--- src/rtl/i2c_pkg.sv ---
// Shared types and constants for the I2C loopback subsystem: FSM state sets,
// quarter-phase encoding of a bit slot, and the fixed frame length.
package i2c_pkg;

  typedef enum logic [2:0] {
    M_IDLE, M_START, M_ADDR, M_ACK1, M_DATA, M_ACK2, M_STOP, M_DONE
  } mstate_t;

  typedef enum logic [2:0] {
    S_IDLE, S_ADDR, S_ACK_A, S_WDATA, S_ACK_W, S_RDATA, S_MACK, S_WAIT_STOP
  } sstate_t;

  typedef enum logic [1:0] {Q0, Q1, Q2, Q3} quarter_t;

  // START + 8 address/op bits + ACK + 8 data bits + ACK + STOP
  localparam int FRAME_BITS = 20;

endpackage

--- src/rtl/i2c_mem_slave.sv ---
// I2C memory slave: 128x8 storage behind a bus-edge-driven FSM. Samples on
// SCL rise, changes its SDA pull on SCL fall, detects START/STOP on SDA edges.
module i2c_mem_slave import i2c_pkg::*; (
  input  logic clk,
  input  logic rst,
  input  logic scl,
  input  logic sda_in,
  output logic sda_pull
);

  sstate_t    state, state_nx;
  logic       scl_d, sda_d;
  logic       rise, fall, start_det, stop_det;
  logic [7:0] mem [128];
  logic [7:0] sr;
  logic [6:0] addr_r;
  logic       rw;
  logic [2:0] cnt;

  assign rise      = scl & ~scl_d;
  assign fall      = ~scl & scl_d;
  assign start_det = scl & scl_d & sda_d & ~sda_in;
  assign stop_det  = scl & scl_d & ~sda_d & sda_in;

  always_ff @(posedge clk) begin
    if (rst) state <= S_IDLE;
    else     state <= state_nx;
  end

  always_comb begin
    state_nx = state;
    if (start_det) begin
      state_nx = S_ADDR;
    end else if (stop_det) begin
      state_nx = S_IDLE;
    end else if (rise) begin
      case (state)
        S_ADDR:  if (cnt == 3'd7) state_nx = S_ACK_A;
        S_ACK_A: state_nx = rw ? S_RDATA : S_WDATA;
        S_WDATA: if (cnt == 3'd7) state_nx = S_ACK_W;
        S_ACK_W: state_nx = S_WAIT_STOP;
        S_RDATA: if (cnt == 3'd7) state_nx = S_MACK;
        S_MACK:  state_nx = S_WAIT_STOP;
        default: state_nx = state;
      endcase
    end
  end

  always_ff @(posedge clk) begin
    if (rst) begin
      scl_d    <= 1'b1;
      sda_d    <= 1'b1;
      sda_pull <= 1'b0;
      sr       <= '0;
      addr_r   <= '0;
      rw       <= 1'b0;
      cnt      <= '0;
      for (int i = 0; i < 128; i++) mem[i] <= 8'h00;
    end else begin
      scl_d <= scl;
      sda_d <= sda_in;
      if (start_det) begin
        cnt      <= '0;
        sda_pull <= 1'b0;
      end else if (stop_det) begin
        sda_pull <= 1'b0;
      end else begin
        if (rise) begin
          case (state)
            S_ADDR: begin
              sr  <= {sr[6:0], sda_in};
              cnt <= cnt + 3'd1;
              if (cnt == 3'd7) begin
                addr_r <= sr[6:0];
                rw     <= sda_in;
              end
            end
            S_ACK_A: if (rw) sr <= mem[addr_r];
            S_WDATA: begin
              sr  <= {sr[6:0], sda_in};
              cnt <= cnt + 3'd1;
              if (cnt == 3'd7) mem[addr_r] <= {sr[6:0], sda_in};
            end
            S_RDATA: cnt <= cnt + 3'd1;
            default: ;
          endcase
        end
        // The pull set on a fall holds through the next bit's high phase
        if (fall) begin
          case (state)
            S_ACK_A, S_ACK_W: sda_pull <= 1'b1;
            S_RDATA: begin
              sda_pull <= ~sr[7];
              sr       <= {sr[6:0], 1'b0};
            end
            default: sda_pull <= 1'b0;
          endcase
        end
      end
    end
  end

endmodule

--- src/rtl/i2c_top.sv ---
// Single-byte I2C master looped back onto an internal memory slave over a
// wired-AND SCL/SDA pair; one host request runs one complete 20-slot frame.
module i2c_top import i2c_pkg::*; #(
  parameter int CLKS_PER_BIT = 40
) (
  input  logic       clk,
  input  logic       rst,
  input  logic       newd,
  input  logic       op,
  input  logic [6:0] addr,
  input  logic [7:0] din,
  output logic [7:0] dout,
  output logic       busy,
  output logic       ack_err,
  output logic       done
);

  localparam int Q  = CLKS_PER_BIT / 4;
  localparam int QW = (Q > 1) ? $clog2(Q) : 1;

  mstate_t       state, state_nx;
  quarter_t      qtr;
  logic [QW-1:0] qcnt;
  logic [4:0]    slot;
  logic          op_r;
  logic [7:0]    tx, rx, din_r;
  logic          active, quarter_end, slot_end, sample;
  logic          scl, sda, master_pull, slave_pull;

  assign active      = (state != M_IDLE) && (state != M_DONE);
  assign quarter_end = (qcnt == QW'(Q - 1));
  assign slot_end    = quarter_end && (qtr == Q3);
  assign sample      = active && (qtr == Q2) && (qcnt == '0);

  assign busy = active;
  assign done = (state == M_DONE);
  assign scl  = ~(active && ((qtr == Q0) || (qtr == Q3)));
  assign sda  = ~master_pull & ~slave_pull;

  always_ff @(posedge clk) begin
    if (rst) state <= M_IDLE;
    else     state <= state_nx;
  end

  always_comb begin
    state_nx    = state;
    master_pull = 1'b0;
    case (state)
      M_IDLE:  if (newd) state_nx = M_START;
      M_START: begin
        master_pull = (qtr == Q2) || (qtr == Q3);
        if (slot_end) state_nx = M_ADDR;
      end
      M_ADDR: begin
        master_pull = ~tx[7];
        if (slot_end && slot == 5'd8) state_nx = M_ACK1;
      end
      M_ACK1:  if (slot_end) state_nx = M_DATA;
      M_DATA: begin
        // After an address NACK the master only clocks the slots out
        master_pull = ~op_r & ~ack_err & ~tx[7];
        if (slot_end && slot == 5'd17) state_nx = M_ACK2;
      end
      M_ACK2:  if (slot_end) state_nx = M_STOP;
      M_STOP: begin
        master_pull = (qtr == Q0) || (qtr == Q1);
        if (slot_end && slot == 5'(FRAME_BITS - 1)) state_nx = M_DONE;
      end
      M_DONE:  state_nx = M_IDLE;
      default: state_nx = M_IDLE;
    endcase
  end

  always_ff @(posedge clk) begin
    if (rst) begin
      qtr     <= Q0;
      qcnt    <= '0;
      slot    <= '0;
      op_r    <= 1'b0;
      tx      <= '0;
      rx      <= '0;
      din_r   <= '0;
      dout    <= '0;
      ack_err <= 1'b0;
    end else begin
      if (state == M_IDLE && newd) begin
        op_r    <= op;
        tx      <= {addr, op};
        din_r   <= din;
        ack_err <= 1'b0;
        qtr     <= Q0;
        qcnt    <= '0;
        slot    <= '0;
      end
      if (active) begin
        if (quarter_end) begin
          qcnt <= '0;
          qtr  <= quarter_t'(qtr + 2'd1);
        end else begin
          qcnt <= qcnt + 1'b1;
        end
        if (slot_end) begin
          slot <= slot + 5'd1;
          if (state == M_ADDR || state == M_DATA) tx <= {tx[6:0], 1'b0};
          if (state == M_ACK1) tx <= din_r;
        end
        if (sample) begin
          case (state)
            M_ACK1:  if (sda) ack_err <= 1'b1;
            M_DATA:  rx <= {rx[6:0], sda};
            M_ACK2:  if (!op_r && sda) ack_err <= 1'b1;
            default: ;
          endcase
        end
      end
      if (state == M_DONE && op_r && !ack_err) dout <= rx;
    end
  end

  i2c_mem_slave u_slave (
    .clk      (clk),
    .rst      (rst),
    .scl      (scl),
    .sda_in   (sda),
    .sda_pull (slave_pull)
  );

endmodule

--- config.mk ---
export PLATFORM = sky130hd
export DESIGN_NAME = i2c_top
export DESIGN_NICKNAME = d
export VERILOG_FILES = /design/src/rtl/i2c_pkg.sv /design/src/rtl/i2c_mem_slave.sv /design/src/rtl/i2c_top.sv
export SDC_FILE = /design/constraint.sdc
export NUM_CORES = 2
export LEC_CHECK = 0
export CAP_MARGIN = 20
export CORE_UTILIZATION = 50
export CTS_CLUSTER_SIZE = 14
export DETAILED_ROUTE_END_ITERATION = 10
export PLACE_DENSITY_LB_ADDON = 0.15
export SLEW_MARGIN = 20
export SYNTH_ARGS = -nofsm -noshare
export SYNTH_HDL_FRONTEND = slang
export SYNTH_SLANG_ARGS = --single-unit
--- constraint.sdc ---
create_clock -name clk -period 4.1 [get_ports clk]
set_input_delay 0.82 -clock clk [delete_from_list [all_inputs] [get_ports clk]]
set_output_delay 0.82 -clock clk [all_outputs]
set_load 0.01 [all_outputs]
==> flow_metrics.env <==
export IMPL_status="complete, no violations"
export IMPL_cts_resized=0
export IMPL_cts_max_path_buffers=3
export IMPL_synth_edf_count=1024
export IMPL_antenna_found_initial=2
export IMPL_leakage_uw=0.0186
export IMPL_ys_flop_type="edfxtp_1"
export IMPL_place_area_um2=53900
export IMPL_yosys_cell_types_count=68
export IMPL_endpoint_kind="flip-flop"
export IMPL_grt_util_all_layers=0.254
export IMPL_clk_latency_ps=720
export IMPL_whs_ps=459
export IMPL_cts_inserted_buffers=112
export IMPL_cts_tree="built"
export IMPL_drtIter0Drc=2779
export IMPL_cp_endpoint="u_slave.mem[56][0]"
export IMPL_vias=30558
export IMPL_drive_above_1_share=0.194
export IMPL_synthCells=3833
export IMPL_syn2layout_area_growth_pct=10.0
export IMPL_cts_max_level=3
export IMPL_slew_headroom=0.208
export IMPL_grt_util_met2=0.400
export IMPL_post_cts_buffers=0
export IMPL_drt_total_wl_um=134000
export IMPL_grt_overflow_total=0
export IMPL_placementRows=118
export IMPL_max_cap_viol_count=0
export IMPL_ys_ff_latch=1104
export IMPL_final_area_um2=57500
export IMPL_rsz0062_at_grt="no"
export IMPL_die_h_um=325
export IMPL_dr_pass1_iters=6
export IMPL_crit_fanout=20
export IMPL_syn_avg_cell_area_um2=13.6
export IMPL_ant_nets=0
export IMPL_final_cell_mix="edfxtp_1 (1024), and2_1 (903), mux2i_1 (207)"
export IMPL_min_path_type="reg2reg"
export IMPL_ys_warn_count=0
export IMPL_via_per_inst=5.83
export IMPL_initial_utilization=0.505
export IMPL_synthesis_nets=3864
export IMPL_final_setup_tns_ps=0
export IMPL_io_pins=30
export IMPL_fin_crit_ps=3540
export IMPL_dieWidth_um=325
export IMPL_crit_start="qtr[0]"
export IMPL_yosys_area_top_type="edfxtp_1"
export IMPL_path_class="reg2reg"
export IMPL_core_um2=104000
export IMPL_wire_per_inst_um=25.6
export IMPL_post_route_period_util=0.863
export IMPL_peakVddDrop_v=0.000314
export IMPL_worst_slack_ps=561
export IMPL_n_antenna_cell=0
export IMPL_numClockSinks=1104
export IMPL_root_buffer="clkbuf_16"
export IMPL_critPathRequiredTime_ps=4530
export IMPL_worst_slew_pin_slew_ps=1190
export IMPL_dieArea_um2=106000
export IMPL_timing_rr_end="u_slave.mem[56][0]"
export IMPL_finalSetupViolations=0
export IMPL_dpl_hpwl_um=87600
export IMPL_synth_area_leaders="edfxtp_1 (59%), and2_1 (11%), mux4_2 (7.2%)"
export IMPL_fin_util=0.555
export IMPL_async_flop_share=0
export IMPL_grt_first_pass_wirelength_um=200000
export IMPL_nets=3800
export IMPL_busiest_layer="met2"
export IMPL_yosysSeqAreaShare=0.619
export IMPL_met1_usage=0.367
export IMPL_synth_top_cell_area_share=0.588
export IMPL_reg2reg_depth=9
export IMPL_powerDensity_nw_per_um2=417
export IMPL_arrival_ps=3970
export IMPL_use_met3=0.0371
export IMPL_fill_cells=8466
export IMPL_clkSlewWorstSetupHoldPaths_ps=60
export IMPL_netlist_area_um2=52300
export IMPL_hold_buffers=0
export IMPL_drv_slew=0
export IMPL_layout_commonest_cell="edfxtp_1"
export IMPL_fmax_ghz=0.283
export IMPL_grt_max_degree=85
export IMPL_grt_pass1_vias=30230
export IMPL_io_buffers=29
export IMPL_drc=0
export IMPL_pre_cts_ws_ps=610
export IMPL_r2r_start="qtr[0]"
export IMPL_finalHoldViolations=0
export IMPL_gp_congestion=0.865
export IMPL_rrSetupSlack_ps=560
export IMPL_clock_skew_ps=27.4
export IMPL_start_kind="flip-flop"
==> worst min path at each step <==
stage	from	cells after the start	slack [ps]	end
2_1_floorplan	din_r[1]	2	440	din_r[1]
3_3_place_gp	din_r[7]	2	450	din_r[7]
3_5_place_dp	din_r[1]	2	450	din_r[1]
4_1_cts	din_r[7]	2	460	din_r[7]
5_1_grt	din_r[3]	2	480	din_r[3]
6_report	din_r[7]	2	460	din_r[7]
==> critical path, stage by stage (launching register included) <==
cell	delay (ps)
dfxtp_1	360
inv_1	100
ha_1	360
nor3_2	620
nor4_4	160
nand2_1	130
or3_4	440
buf_4	440
nor2_1	190
or2_2	440
==> layer usage <==
layer	vias up	routed length [um]
li1	13840	-
met1	15474	58900
met2	1061	62700
met3	181	9160
met4	2	3300
met5	-	11
==> cell families (layout without fill, tap and decap cells) <==
logic type / count (synthesis) / after routing / share of synthesized area
and+or+nand+nor: 1717 / 1717 / 0.198
DFF: 1104 / 1104 / 0.619
muxes: 389 / 389 / 0.115
buffers and inverters: 309 / 338 / 0.0270
AOI/OAI and AO/OA: 301 / 301 / 0.0384
adders and majority gates: 12 / 12 / 0.00287
xor gates and xnor gates: 1 / 1 / 0.000168
==> registers in the layout, summed over array words and instances (netlist names), 2 cells and up, named ones only <==
| register | count |
|---|---|
| u_slave.state | 3 |
| rx | 8 |
| state | 3 |
| u_slave.mem | 1024 |
| qtr | 2 |
| slot | 5 |
| tx | 8 |
| dout | 8 |
| u_slave.cnt | 3 |
| u_slave.addr_r | 7 |
| qcnt | 4 |
| u_slave.sr | 8 |
| din_r | 8 |
==> cell usage after synthesis (all sizes together) (80+ instances only) <==
cell type,instances
edfxtp,1024
and2,904
nor2,208
mux2i,207
nand2,200
clkbuf,184
mux4,167
nor3,156
or2,134
buf,106
a21oi,86
dfxtp,80
==> stage by stage <==
step	std cells	power, uW
after floorplan	3833	13600
after global placement	5035	14000
after detailed placement	5035	14000
after CTS	5242	24100
after global routing	5242	24600
final	5242	24000
==> power by group <==
group / total, uW / internal, uW / switching [uW]
Sequential: 13000 / 12800 / 195
Clock: 10200 / 5820 / 4400
Combinational: 766 / 272 / 494
Total: 24000 / 18900 / 5090
==> layout make-up <==
type / instances / area (um2) / area share
Clock buffer: 128 / 2910 / 0.0505
Multi-Input combinational cell: 2420 / 18600 / 0.323
Clock inverter: 79 / 732 / 0.0127
Inverter: 19 / 71.3 / 0.00124
Timing Repair Buffer: 112 / 1150 / 0.0200
Sequential cell: 1104 / 32400 / 0.563
Tap cell: 1380 / 1730 / 0.0300
Power figures use the tool's default switching activity.
